$ cat src/rtl/conv_mac_multich.sv
// Multi-channel K-tap convolution MAC: 3-stage product/sum/accumulate pipeline
// with per-output channel accumulation. Define CONV_SIGNED_EN for two's complement operands.
module conv_mac_multich #(
  parameter int DATA_W = 8,
  parameter int KTAPS  = 9,
  parameter int MAX_CH = 16,
  parameter int ACC_W  = 2*DATA_W + $clog2(KTAPS) + $clog2(MAX_CH)
) (
  input  logic                    clk,
  input  logic                    rst,
  input  logic                    in_valid,
  input  logic                    in_last,
  input  logic [KTAPS*DATA_W-1:0] ifm,
  input  logic                    weight_valid,
  input  logic [KTAPS*DATA_W-1:0] weight,
  output logic                    out_valid,
  output logic [ACC_W-1:0]        out_ofm,
  output logic                    ovf_err,
  output logic                    busy
);

  localparam int PROD_W = 2*DATA_W;
  localparam int CNT_W  = $clog2(MAX_CH);
  localparam int VEC_W  = KTAPS*DATA_W;

  typedef enum logic [0:0] {IDLE, ACCUM} state_t;

  // Operand widening to product width; the product is then taken modulo 2^PROD_W,
  // which is exact for both unsigned and two's complement operands.
  function automatic logic [PROD_W-1:0] ext_op(input logic [DATA_W-1:0] v);
`ifdef CONV_SIGNED_EN
    ext_op = {{DATA_W{v[DATA_W-1]}}, v};
`else
    ext_op = {{DATA_W{1'b0}}, v};
`endif
  endfunction

  function automatic logic [ACC_W-1:0] ext_prod(input logic [PROD_W-1:0] v);
`ifdef CONV_SIGNED_EN
    ext_prod = {{(ACC_W-PROD_W){v[PROD_W-1]}}, v};
`else
    ext_prod = {{(ACC_W-PROD_W){1'b0}}, v};
`endif
  endfunction

  logic [VEC_W-1:0]  w_reg;
  logic [VEC_W-1:0]  w_eff;
  logic [CNT_W-1:0]  ch_cnt;
  logic              cnt_full;
  logic              beat_last;
  logic              beat_err;
  logic [PROD_W-1:0] prod_c [KTAPS];

  logic              p_valid, p_last, p_err;
  logic [PROD_W-1:0] p_prod [KTAPS];

  logic [ACC_W-1:0]  sum_c;
  logic              s_valid, s_last, s_err;
  logic [ACC_W-1:0]  s_sum;

  state_t            state_q, state_d;
  logic [ACC_W-1:0]  acc_q, acc_d;
  logic              emit;

  // A beat that fills the last channel slot is forced to close the output.
  always_comb begin
    w_eff     = weight_valid ? weight : w_reg;
    cnt_full  = (ch_cnt == CNT_W'(MAX_CH-1));
    beat_last = in_last || cnt_full;
    beat_err  = !in_last && cnt_full;
    for (int k = 0; k < KTAPS; k++) begin
      prod_c[k] = ext_op(ifm[k*DATA_W +: DATA_W]) * ext_op(w_eff[k*DATA_W +: DATA_W]);
    end
  end

  always_ff @(posedge clk) begin
    if (rst) begin
      w_reg   <= '0;
      ch_cnt  <= '0;
      p_valid <= 1'b0;
      p_last  <= 1'b0;
      p_err   <= 1'b0;
      for (int k = 0; k < KTAPS; k++) p_prod[k] <= '0;
    end else begin
      if (weight_valid) w_reg <= weight;
      p_valid <= in_valid;
      p_last  <= in_valid && beat_last;
      p_err   <= in_valid && beat_err;
      if (in_valid) begin
        p_prod <= prod_c;
        ch_cnt <= beat_last ? '0 : ch_cnt + 1'b1;
      end
    end
  end

  always_comb begin
    sum_c = '0;
    for (int k = 0; k < KTAPS; k++) sum_c = sum_c + ext_prod(p_prod[k]);
  end

  always_ff @(posedge clk) begin
    if (rst) begin
      s_valid <= 1'b0;
      s_last  <= 1'b0;
      s_err   <= 1'b0;
      s_sum   <= '0;
    end else begin
      s_valid <= p_valid;
      s_last  <= p_last;
      s_err   <= p_err;
      if (p_valid) s_sum <= sum_c;
    end
  end

  // IDLE means the next beat starts a fresh output, so the accumulator loads.
  always_comb begin
    state_d = state_q;
    acc_d   = acc_q;
    emit    = 1'b0;
    if (s_valid) begin
      case (state_q)
        IDLE:    acc_d = s_sum;
        ACCUM:   acc_d = acc_q + s_sum;
        default: acc_d = s_sum;
      endcase
      if (s_last) begin
        state_d = IDLE;
        emit    = 1'b1;
      end else begin
        state_d = ACCUM;
      end
    end
  end

  always_ff @(posedge clk) begin
    if (rst) begin
      state_q   <= IDLE;
      acc_q     <= '0;
      out_valid <= 1'b0;
      out_ofm   <= '0;
      ovf_err   <= 1'b0;
    end else begin
      state_q   <= state_d;
      acc_q     <= acc_d;
      out_valid <= emit;
      ovf_err   <= emit && s_err;
      if (emit) out_ofm <= acc_d;
    end
  end

  assign busy = p_valid || s_valid || (state_q == ACCUM);

endmodule

$ cat config.mk
export PLATFORM = sky130hd
export DESIGN_NAME = conv_mac_multich
export DESIGN_NICKNAME = d
export VERILOG_FILES = /design/src/rtl/conv_mac_multich.sv
export SDC_FILE = /design/constraint.sdc
export NUM_CORES = 2
export LEC_CHECK = 0
export CAP_MARGIN = 30
export CORE_UTILIZATION = 50
export CTS_CLUSTER_SIZE = 30
export DETAILED_ROUTE_END_ITERATION = 12
export GPL_TIMING_DRIVEN = 0
export PLACE_DENSITY = 0.71
export SYNTH_ARGS = -nofsm -noshare
export SYNTH_HDL_FRONTEND = slang
export SYNTH_SLANG_ARGS = --single-unit
$ cat constraint.sdc
create_clock -name clk -period 6.39 [get_ports clk]
set_input_delay 1.278 -clock clk [delete_from_list [all_inputs] [get_ports clk]]
set_output_delay 1.278 -clock clk [all_outputs]
set_load 0.1 [all_outputs]
==> impl_metrics.csv <==
group,metric,value,unit
status,outcome,"complete, but fails checks",
status,violations,"design-rule violations",
pwr,p_per_area,380,nW/µm²
floorplanning,dieArea,67900,µm²
worst_hold_path,hold_class,"reg2reg",
finish,postLayoutCoreUtil,58.3,%
setup_path,cp-end-kind,"flop",
cts,cts.clk_slew.worst_paths,70,ps
cts,root_buffer,"clkbuf_16",
synth,syn_nets,4634,
global_routing,track_usage,27.5,%
global_routing,grt_pass1_vias,26400,
drt,firstDrtPassIters,10,
floorplanning,fp.dieH,261,µm
setup_path,cp_common_cell,"fa_1",
synth,synth-edff-count,0,
finish,fillCellCount,5767,
synth,synth_cell_types,61,
worst_hold_path,worstHoldPathCells,1,
cts,htreeDepth,2,
worst_hold_path,worstHoldStart,"p_last$_SDFF_PP0_",
cts,cts-buffers-inserted,40,
timing,rsz0062_at_grt,"yes",
floorplanning,core_area,66000,µm²
setup_path,cp_data_required_time,6820,ps
timing,finalCriticalPeriod,6220,ps
setup_path,cpMaxStageDelayCell,"mux2i_2",
setup_path,r2r_start,"p_prod[70]$_SDFFE_PP0P_",
finish,nNetsFinal,4867,
drt,drc,18,
pwr,p_leak,17.9,nW
floorplanning,start_util,50.7,%
placed_design,hpwl,72200,µm
drt,vias,25700,
finish,syn2layout_area_growth,15.0,%
cts,hold_buffers,0,
cts,cts_tree,"yes",
timing,tightest_slew,993,ps
synth,async_flop_share,0,%
drt,drt_iter0_drc,1357,
setup_path,r2r_cells,17,
setup_path,critPathArrivalTime,6650,ps
placed_design,dp_cells,4723,
synth,ys_seq_area_share,17.8,%
global_routing,grt_start_max_net_pins,13,
drt,detail_route.wl_per_cell,18.8,µm
timing,slew_headroom,31.9,%
finish,diodes,0,
synth,synth_warnings,0,
global_routing,grt_overflow_total,0,
global_routing,antenna_found_initial,1,
timing,skew,29.3,ps
finish,layoutNonFillerInstCount,4812,
timing,setup_viol,0,
cts,max-clock-path-buffers,3,
setup_path,crit_type,"in2reg",
placed_design,numPortBuffers,173,
timing,fmax,161,MHz
placed_design,gp_congestion,0.958,
timing,fin_setup_tns,0,ps
finish,postLayoutCellArea,38400,µm²
drt,antenna_left,0,
synth,postSynthCellCount,3684,
setup_path,worstPathCellList,"clkbuf_2, buf_8, buf_6, mux2i_2, nor2b_1, fa_1, fa_1, inv_1, fa_1, fa_1, inv_1, ha_1, o21a_1, o21ai_0, a21oi_1, and3_1, o31a_1, xnor2_1, a211oi_1",
floorplanning,rows,94,
timing,hold_slack,414,ps
cts,clock_sinks,297,
synth,syn_area_per_cell,9.07,µm²
timing,period_share,97.3,%
timing,setup_ws,175,ps
timing,slew_viol_final,0,
finish,drive_above_1_share,4.03,%
pwr,peakVddDrop,660,µV
setup_path,cpPeakStageDelay,560,ps
floorplanning,io-pin-count,176,
setup_path,critPathLaunch,"weight_valid",
cts,clkLatencyLatePin,600,ps
timing,hold_viol,0,
global_routing,grt_pass1_wl,145000,µm
placed_design,dp_slack,-1420,ps
synth,synth_area,33400,µm²
drt,drt-vias-per-instance,5.35,
synth,synth_seq_cells,297,
drt,drt_wl_total,90700,µm
finish,largest_register_ffs,144,
setup_path,path_max_fanout,10,
setup_path,critPathLaunchType,"primary input",
synth,synthFlopType,"dfxtp_1",
placed_design,postPlaceCellArea,36300,µm²
pwr,p_total,14.6,mW
flow_run,cap_violations,0,
floorplanning,die_w,261,µm
-- cell families after synthesis --
kind of cell,after synthesis,share of synthesized area (%)
flops,297,17.8
simple gates,1165,18.4
mux,158,4.73
buf+inv,696,7.82
xor+xnor,107,2.80
compound gates,460,8.65
fa+ha+maj,801,39.8
-- final cells by class --
cell class	count	area [µm²]	share of cell area (%)
Buffer	87	384	0.999
Clock buffer	51	1090	2.84
Clock inverter	22	299	0.778
Inverter	609	2290	5.95
Multi-Input combinational cell	2691	25500	66.3
Sequential cell	297	5950	15.5
Tap cell	864	1080	2.81
Timing Repair Buffer	191	1880	4.89
-- critical path: cells and delay by family --
kind	cells	cell delay (ps)
fa+ha+maj	5	2170
compound gates	5	1030
buf+inv	5	920
mux	1	560
simple gates	2	350
xor+xnor	1	310
-- routing by layer --
| metal | global-route usage (%) | part of all wire (%) | vias to the layer above |
|---|---|---|---|
| li1 | - | - | 12200 |
| met1 | 35.0 | 42 | 12700 |
| met2 | 47.7 | 49 | 628 |
| met3 | 3.98 | 4.8 | 145 |
| met4 | 9.50 | 4.0 | 2 |
| met5 | 0 | 0.017 | - |
-- final timing paths --
| check | endpoint | slack [ps] |
|---|---|---|
| worst max register to register | s_sum[17]$_SDFFE_PP0P_ | 1410 |
| worst max-delay path | p_prod[143]$_SDFFE_PP0P_ | 170 |
| worst min register to register | s_last$_SDFF_PP0_ | 410 |
| worst min-delay path | s_last$_SDFF_PP0_ | 410 |
-- synth_stat cells, drive strengths merged (10+ instances only) --
library cell	count	area, µm²
o21ai	99	499
xnor2	74	648
buf	20	75.1
a211oi	56	420
nor2	319	1200
nor2b	516	3230
xor2	33	289
a31oi	18	113
o31ai	10	75.1
nand2b	102	638
a21o	29	218
nor3	35	175
clkbuf	67	251
nand2	119	447
o21a	18	135
a21oi	145	733
dfxtp	297	5950
inv	608	2280
and3	14	87.6
o22ai	16	100
nand3	16	80.1
mux2i	158	1580
fa	435	8710
ha	366	4580
-- report_power, final --
group	internal, mW	switching, mW
Clock	1.43	0.996
Sequential	2.14	0.227
Combinational	4.17	5.63
Total	7.74	6.86
-- repair_timing --
item	CTS	global route
resized for setup	60	61
endpoints found under the hold margin	0	0
endpoints found under the setup margin	53	22
setup buffers	0	16
-- placed cells by master (no fill, tap or decap), types with 29 or more instances in the layout --
cell               n
inv_1            608
nand2b_1         102
clkbuf_16         40
xor2_1            33
nand2_1          119
clkdlybuf4s50_1  173
mux2i_1          104
clkbuf_1          72
dfxtp_1          297
ha_1             366
nor2_1           319
nor3_1            35
a21oi_1          143
a21o_1            29
nor2b_1          516
xnor2_1           74
a211oi_1          56
mux2i_4           46
fa_1             435
o21ai_0           94
Power figures use the tool's default switching activity.
